<file path="src/rtl/distribuidor.sv">
// distribuidor: registered 1-to-4 demultiplexer with per-channel handshake.
//
// A single producer presents one WIDTH-bit word per cycle on a valid/ready
// input port; SEL steers the word into a one-entry holding register for
// channel A, B, C or D. Each channel drains through its own valid/ready pair,
// so a stalled consumer only blocks words addressed to it.
//
// Ports:
//   clock                 rising-edge clock
//   nreset                synchronous active-low reset
//   Entrada  [WIDTH-1:0]  input word
//   SEL   [SEL_BITS-1:0]  destination channel (00=A, 01=B, 10=C, 11=D)
//   in_valid / in_ready   input handshake (in_ready is combinational)
//   Saida_X  [WIDTH-1:0]  registered channel data, X in {A,B,C,D}
//   valid_X / ready_X     channel handshake
//   contagem_X [7:0]      per-channel transfer counters (optional)
//
// Optional feature: define DISTRIBUIDOR_CONT_EN to add the wrapping 8-bit
// transfer counters contagem_A..contagem_D.
module distribuidor #(
  parameter int WIDTH    = 4,
  parameter int SEL_BITS = 2
) (
  input  logic                clock,
  input  logic                nreset,
  input  logic [WIDTH-1:0]    Entrada,
  input  logic [SEL_BITS-1:0] SEL,
  input  logic                in_valid,
  output logic                in_ready,
  output logic [WIDTH-1:0]    Saida_A,
  output logic [WIDTH-1:0]    Saida_B,
  output logic [WIDTH-1:0]    Saida_C,
  output logic [WIDTH-1:0]    Saida_D,
  output logic                valid_A,
  output logic                valid_B,
  output logic                valid_C,
  output logic                valid_D,
`ifdef DISTRIBUIDOR_CONT_EN
  output logic [7:0]          contagem_A,
  output logic [7:0]          contagem_B,
  output logic [7:0]          contagem_C,
  output logic [7:0]          contagem_D,
`endif
  input  logic                ready_A,
  input  logic                ready_B,
  input  logic                ready_C,
  input  logic                ready_D
);

  logic [WIDTH-1:0] data_q  [4];
  logic [WIDTH-1:0] data_d  [4];
  logic [3:0]       valid_q;
  logic [3:0]       valid_d;
  logic [3:0]       ready_s;
  logic             xfer_s;

  assign ready_s = {ready_D, ready_C, ready_B, ready_A};

  // The selected slot can take a word if it is empty or draining this cycle.
  assign in_ready = nreset & (~valid_q[SEL] | ready_s[SEL]);
  assign xfer_s   = in_valid & in_ready;

`ifdef DISTRIBUIDOR_CONT_EN
  logic [7:0] cnt_q [4];
  logic [7:0] cnt_d [4];

  // Counter next state: increment (with natural 8-bit wrap) on each load.
  always_comb begin
    for (int i = 0; i < 4; i++) begin
      cnt_d[i] = cnt_q[i];
    end
    if (xfer_s) begin
      cnt_d[SEL] = cnt_q[SEL] + 8'd1;
    end else begin
      cnt_d[SEL] = cnt_q[SEL];
    end
  end

  // Counter registers with synchronous reset.
  always_ff @(posedge clock) begin
    if (!nreset) begin
      for (int i = 0; i < 4; i++) begin
        cnt_q[i] <= 8'd0;
      end
    end else begin
      for (int i = 0; i < 4; i++) begin
        cnt_q[i] <= cnt_d[i];
      end
    end
  end

  assign contagem_A = cnt_q[0];
  assign contagem_B = cnt_q[1];
  assign contagem_C = cnt_q[2];
  assign contagem_D = cnt_q[3];
`endif

  // Channel next state: drains clear valid first, then a load into the same
  // slot overrides it, so drain+load in one cycle keeps the slot full.
  always_comb begin
    valid_d = valid_q;
    for (int i = 0; i < 4; i++) begin
      data_d[i] = data_q[i];
      if (valid_q[i] && ready_s[i]) begin
        valid_d[i] = 1'b0;
      end else begin
        valid_d[i] = valid_q[i];
      end
    end
    if (xfer_s) begin
      data_d[SEL]  = Entrada;
      valid_d[SEL] = 1'b1;
    end else begin
      data_d[SEL]  = data_q[SEL];
    end
  end

  // Holding registers; reset discards any held word and clears the data.
  always_ff @(posedge clock) begin
    if (!nreset) begin
      valid_q <= 4'b0000;
      for (int i = 0; i < 4; i++) begin
        data_q[i] <= '0;
      end
    end else begin
      valid_q <= valid_d;
      for (int i = 0; i < 4; i++) begin
        data_q[i] <= data_d[i];
      end
    end
  end

  assign Saida_A = data_q[0];
  assign Saida_B = data_q[1];
  assign Saida_C = data_q[2];
  assign Saida_D = data_q[3];
  assign valid_A = valid_q[0];
  assign valid_B = valid_q[1];
  assign valid_C = valid_q[2];
  assign valid_D = valid_q[3];

endmodule

</file>
<file path="config.mk">
export PLATFORM = sky130hd
export DESIGN_NAME = distribuidor
export DESIGN_NICKNAME = d
export VERILOG_FILES = /design/src/rtl/distribuidor.sv
export SDC_FILE = /design/constraint.sdc
export NUM_CORES = 1
export LEC_CHECK = 0
export BUFFER_PORTS_ARGS = -buffer_cell sky130_fd_sc_hd__buf_4
export CORE_MARGIN = 4
export CORE_UTILIZATION = 52
export CTS_BUF_LIST = sky130_fd_sc_hd__clkbuf_4 sky130_fd_sc_hd__clkbuf_8
export CTS_CLUSTER_SIZE = 16
export DETAILED_ROUTE_END_ITERATION = 12
export PLACE_DENSITY_LB_ADDON = 0.05
export SLEW_MARGIN = 30
export SYNTH_ARGS = -nofsm -noshare
export SYNTH_HDL_FRONTEND = slang
export SYNTH_SLANG_ARGS = --single-unit
</file>
<file path="constraint.sdc">
create_clock -name clock -period 1.9 [get_ports clock]
set_clock_uncertainty 0.1 [all_clocks]
set_input_delay 0.095 -clock clock [delete_from_list [all_inputs] [get_ports clock]]
set_output_delay 0.095 -clock clock [all_outputs]
set_load 0.05 [all_outputs]
</file>
# --- Word level (Yosys, flattened, before mapping) ---
# Memories as Yosys holds them, arrays and structs flattened.
# Cells that the tools add are included.
classes:
  addsub: 0
  multipliers: 0
  div_mod_pow: 0
  n_lt_le_gt_ge: 4
  eq_ne: 0
  n_shift: 0
  n_mux: 22
  bitwise: 10
  reduce_logical: 6
ops:
  columns: ["cell", "n"]
  rows:
  - ["$bwmux 16", 2]
  - ["$mux 4", 6]
  - ["$mux 16", 1]
  - ["$mux 1", 9]
  - ["$demux 4 s2", 1]
  - ["$logic_and 1x1->1", 6]
  - ["$or 1x1->1", 5]
  - ["$bmux 1 s2", 2]
  - ["$or 4x4->4", 1]
  - ["$ge 3x3->1 const B", 1]
  - ["$lt 2x3->1 const B", 1]
  - ["$lt 3x1->1 const B", 1]
  - ["$not 2->3", 1]
  - ["$and 1x1->1", 2]
  - ["$demux 1 s2", 1]
  - ["$ge 2x1->1 const B", 1]
  - ["$not 1->1", 1]
word_totals:
  ff_bits: 4
  latchBits: 0
  mem_bits_rw: 16
  romBits: 0
  inputBits: 13
  wordCells: 44
  mem_count: 1
memory_table:
  columns: ["name", "words", "width", "read_ports", "rd_ports_with_merged_regs", "wr", "line_no", "text"]
  rows:
  - ["data_q", 4, 4, 5, 0, 4, "50", "logic [WIDTH-1:0] data_q [4];"]

# --- Longest topological paths before layout ---
logic_depth:
  ltp_word: 8
  ltp_mapped: 4
  depth_no_buf: 3

# --- Worst setup path after synthesis ---
# OpenSTA, ideal clock, no wires.
synth_path:
  kind: "register to output"
  from: "reg valid_q[3]"
  to: "out in_ready"
  arrival_time_ns: 1.543
  t_required_ns: 1.705
  path_slack_ns: 0.162
  stages_incl_launch_ff: 4
  cell_sequence: "dfxtp_1 nand2b_1 mux4_2 and2_1"
synth_via:
  elab_chain_cells: 5
synth_rtl:
  columns: ["element", "line_no", "text"]
  rows:
  - ["start: declaration", "52", "logic [3:0] valid_q;"]
  - ["start signal: assignment", "126", "valid_q <= valid_d;"]
  - ["$bmux 1 s2", "60", "assign in_ready = nreset & (~valid_q[SEL] | ready_s[SEL]);"]
  - ["$mux 1 (not written as such)", "60", null]
  - ["$not 1->1", "60", null]
  - ["$or 1x1->1", "60", null]
  - ["$and 1x1->1", "60", null]
  - ["end: declaration", "29", "output logic in_ready,"]
# Every way passes these cells. The select of a mux whose other input is x is not followed.

# --- Final worst setup path ---
# Same ends and word-level chain as after synthesis.

==> results.json <==
{
  "irDropWorstVdd_uv": 573,
  "core_area_sq_um": 1490,
  "reg2regPathDepth": 3,
  "hold_viol": 0,
  "post_cts_buffers": 0,
  "drv_slew": 0,
  "ys.warnings.count": 0,
  "rows": 14,
  "gp_congestion": 0.709,
  "clk_path_buf_depth": 2,
  "drive_above_1_share_pct": 36.0,
  "synthAdderAreaFrac_pct": 0,
  "hold_path_depth": 3,
  "postCtsHoldBufs": 0,
  "synth_top_area_share_pct": 49.2,
  "crit_type": "flop to output pin",
  "rsz0062_at_grt": "no",
  "tightest_slew_ps": 359,
  "nFillCells": 120,
  "routed_wl_um": 1690,
  "dp_hpwl_um": 1320,
  "nets": 125,
  "ys_top_cells_by_area": "dfxtp_1 49%, mux2i_1 20%, nand2_1 9.2%",
  "grtUsageTotal_pct": 17.6,
  "synth_top_family_by_area": "multiplexers",
  "period_minus_slack_ps": 1740,
  "seq_area_frac_synth_pct": 49.2,
  "htreeDepth": 1,
  "grt_pass1_wl_um": 2680,
  "clk_pin_slew_worst_paths_ps": 110,
  "crit_required_ps": 1700,
  "drt_iter0_markers": 13,
  "p_per_area_nw_per_um2": 721,
  "hold_end": "data_q[1][2]$_SDFFE_PN0P_",
  "synth_cell_types": 16,
  "synth.area.mux_share_pct": 22.4,
  "die_x_um": 47.6,
  "vias": 634,
  "grt_max_degree": 28,
  "wire_per_inst_um": 13.3,
  "fin_util_pct": 73.8,
  "slew_headroom_pct": 76.0,
  "dieHeight_um": 47.6,
  "crit_chain": "nand2b_1 > mux4_2 > and2_1 > buf_4",
  "antenna_found_initial": 0,
  "syn_nets": 91,
  "critPathBufInv": 1,
  "r2r_slack_ps": 650,
  "final_cells": 127,
  "slowest_stage": "mux4_2",
  "drc": 0,
  "ctsResizeCount": 0,
  "synthSimpleGateAreaFrac_pct": 22.3,
  "min-delay-start": "Entrada[2]",
  "synth_top_cell_by_area": "dfxtp_1",
  "fmax_mhz": 574,
  "clockRootBuffer": "clkbuf_4",
  "min_path_type": "input pin to flop",
  "die_area_sq_um": 2260,
  "regToRegEndpoint": "data_q[2][2]$_SDFFE_PN0P_",
  "fin_crit_sh_pct": 91.7,
  "crit_fanout": 3,
  "start_util_pct": 54.7,
  "dp.cells": 123,
  "numCtsBuffers": 3,
  "p_leak_nw": 0.515,
  "clk_latency_ps": 300,
  "setup-violations-final": 0,
  "areaGrowthSynthToFinish_pct": 34.9,
  "vias_per_cell": 4.99,
  "numPortBuffers": 33,
  "cts_tree": "done",
  "antenna_left": 0,
  "synth_area_sq_um": 815,
  "synthCells": 78,
  "critPathMaxStageDelay_ps": 460,
  "synth_compound_area_share_pct": 3.69,
  "worst_hold_slack_ps": 27.7,
  "drtPass1Iterations": 4,
  "grt_pass1_vias": 638,
  "antenna_cells": 0,
  "overflow": 0,
  "outcome": "finished clean",
  "crit_family": "multiplexers",
  "num_io_pins": 34,
  "critPathArrivalTime_ps": 1550,
  "cts_sinks": 20,
  "cp-end-kind": "output pin",
  "critPathLaunchType": "flop",
  "synth_xor_area_share_pct": 0,
  "yosys_register_bits": 20,
  "fin_tns_setup_ps": 0,
  "cap_violations": 0,
  "r2r-start": "valid_q[2]$_SDFF_PN0_",
  "synth.avg_cell_area_sq_um": 10.4
}
[metal layers]
layer	track usage [%]	share of wire [%]	vias up
met2	28.9	47	25
met3	3.76	10	5
met4	13.4	2.4	0
li1	-	-	330
met1	19.7	41	274
met5	0	0	-
[synth_stat cells]
master / n
nand2_1: 20
mux2i_1: 16
dfxtp_1: 20
clkbuf_1: 2
and3b_1: 1
o21a_1: 2
mux4_2: 1
nor2b_1: 2
and2_1: 1
buf_4: 1
nand3_1: 2
a21boi_0: 2
nor3b_4: 2
buf_2: 1
and3_1: 1
nand2b_1: 4
[final cells by class]
type                            instances  area, sq um  share of cell area [%]
Multi-Input combinational cell         54          394                    35.9
Clock buffer                            4         36.3                    3.30
Sequential cell                        20          400                    36.4
Timing Repair Buffer                   33          248                    22.6
Tap cell                               16         20.0                    1.82
[registers in the layout, summed over array words and instances (netlist names)]
register / count
data_q: 16
valid_q: 4
[placed cells by master (no fill, tap or decap)]
master,netlist,final
nand2_1,20,20
and3b_1,1,1
clkbuf_8,0,1
nand2b_1,4,4
dfxtp_1,20,20
o21a_1,2,2
nand3_1,2,2
and2_1,1,1
nor2b_1,2,2
clkbuf_4,0,3
nor3b_4,2,2
and3_1,1,1
a21boi_0,2,2
mux4_2,1,1
mux2i_1,16,16
buf_4,1,33
[report_power, final]
group / switching, W / internal, W
logic: 0.0000703 / 0.0000454
registers: 0.00000491 / 0.000429
clock network: 0.000126 / 0.000117
[through the flow]
| stage | setup slack, ps | power, W | instance area, sq um |
|---|---|---|---|
| 2_1_floorplan | 162 | 0.000519 | 815 |
| 4_1_cts | 146 | 0.000802 | 1100 |
| 3_3_place_gp | 529 | 0.000558 | 1060 |
| 6_report | 158 | 0.000792 | 1100 |
| 3_5_place_dp | 495 | 0.000560 | 1060 |
| 5_1_grt | 84.9 | 0.000830 | 1100 |
[worst max path at each step]
stage,start,slack [ps],end,cells after the start
floorplan,valid_q[3]$_SDFF_PN0_,160,in_ready,3
global placement,valid_q[3]$_SDFF_PN0_,530,in_ready,4
detailed placement,valid_q[3]$_SDFF_PN0_,490,in_ready,4
CTS,valid_q[3]$_SDFF_PN0_,150,in_ready,4
global route,valid_q[3]$_SDFF_PN0_,80,in_ready,4
finish,valid_q[3]$_SDFF_PN0_,160,in_ready,4
[cells by family (layout without fill, tap and decap cells)]
| group | after synthesis | after routing |
|---|---|---|
| multiplexers | 17 | 17 |
| buffers and inverters | 4 | 37 |
| flip-flops | 20 | 20 |
| AND/OR/NAND/NOR | 33 | 33 |
| AO/OA/AOI/OAI | 4 | 4 |
[tightest hold or removal path: cells and delay by family]
family | cells | cell delay [ps]
buf+inv | 1 | 70
mux | 1 | 130
simple gates | 1 | 90
(Power assumes the default switching activity.)
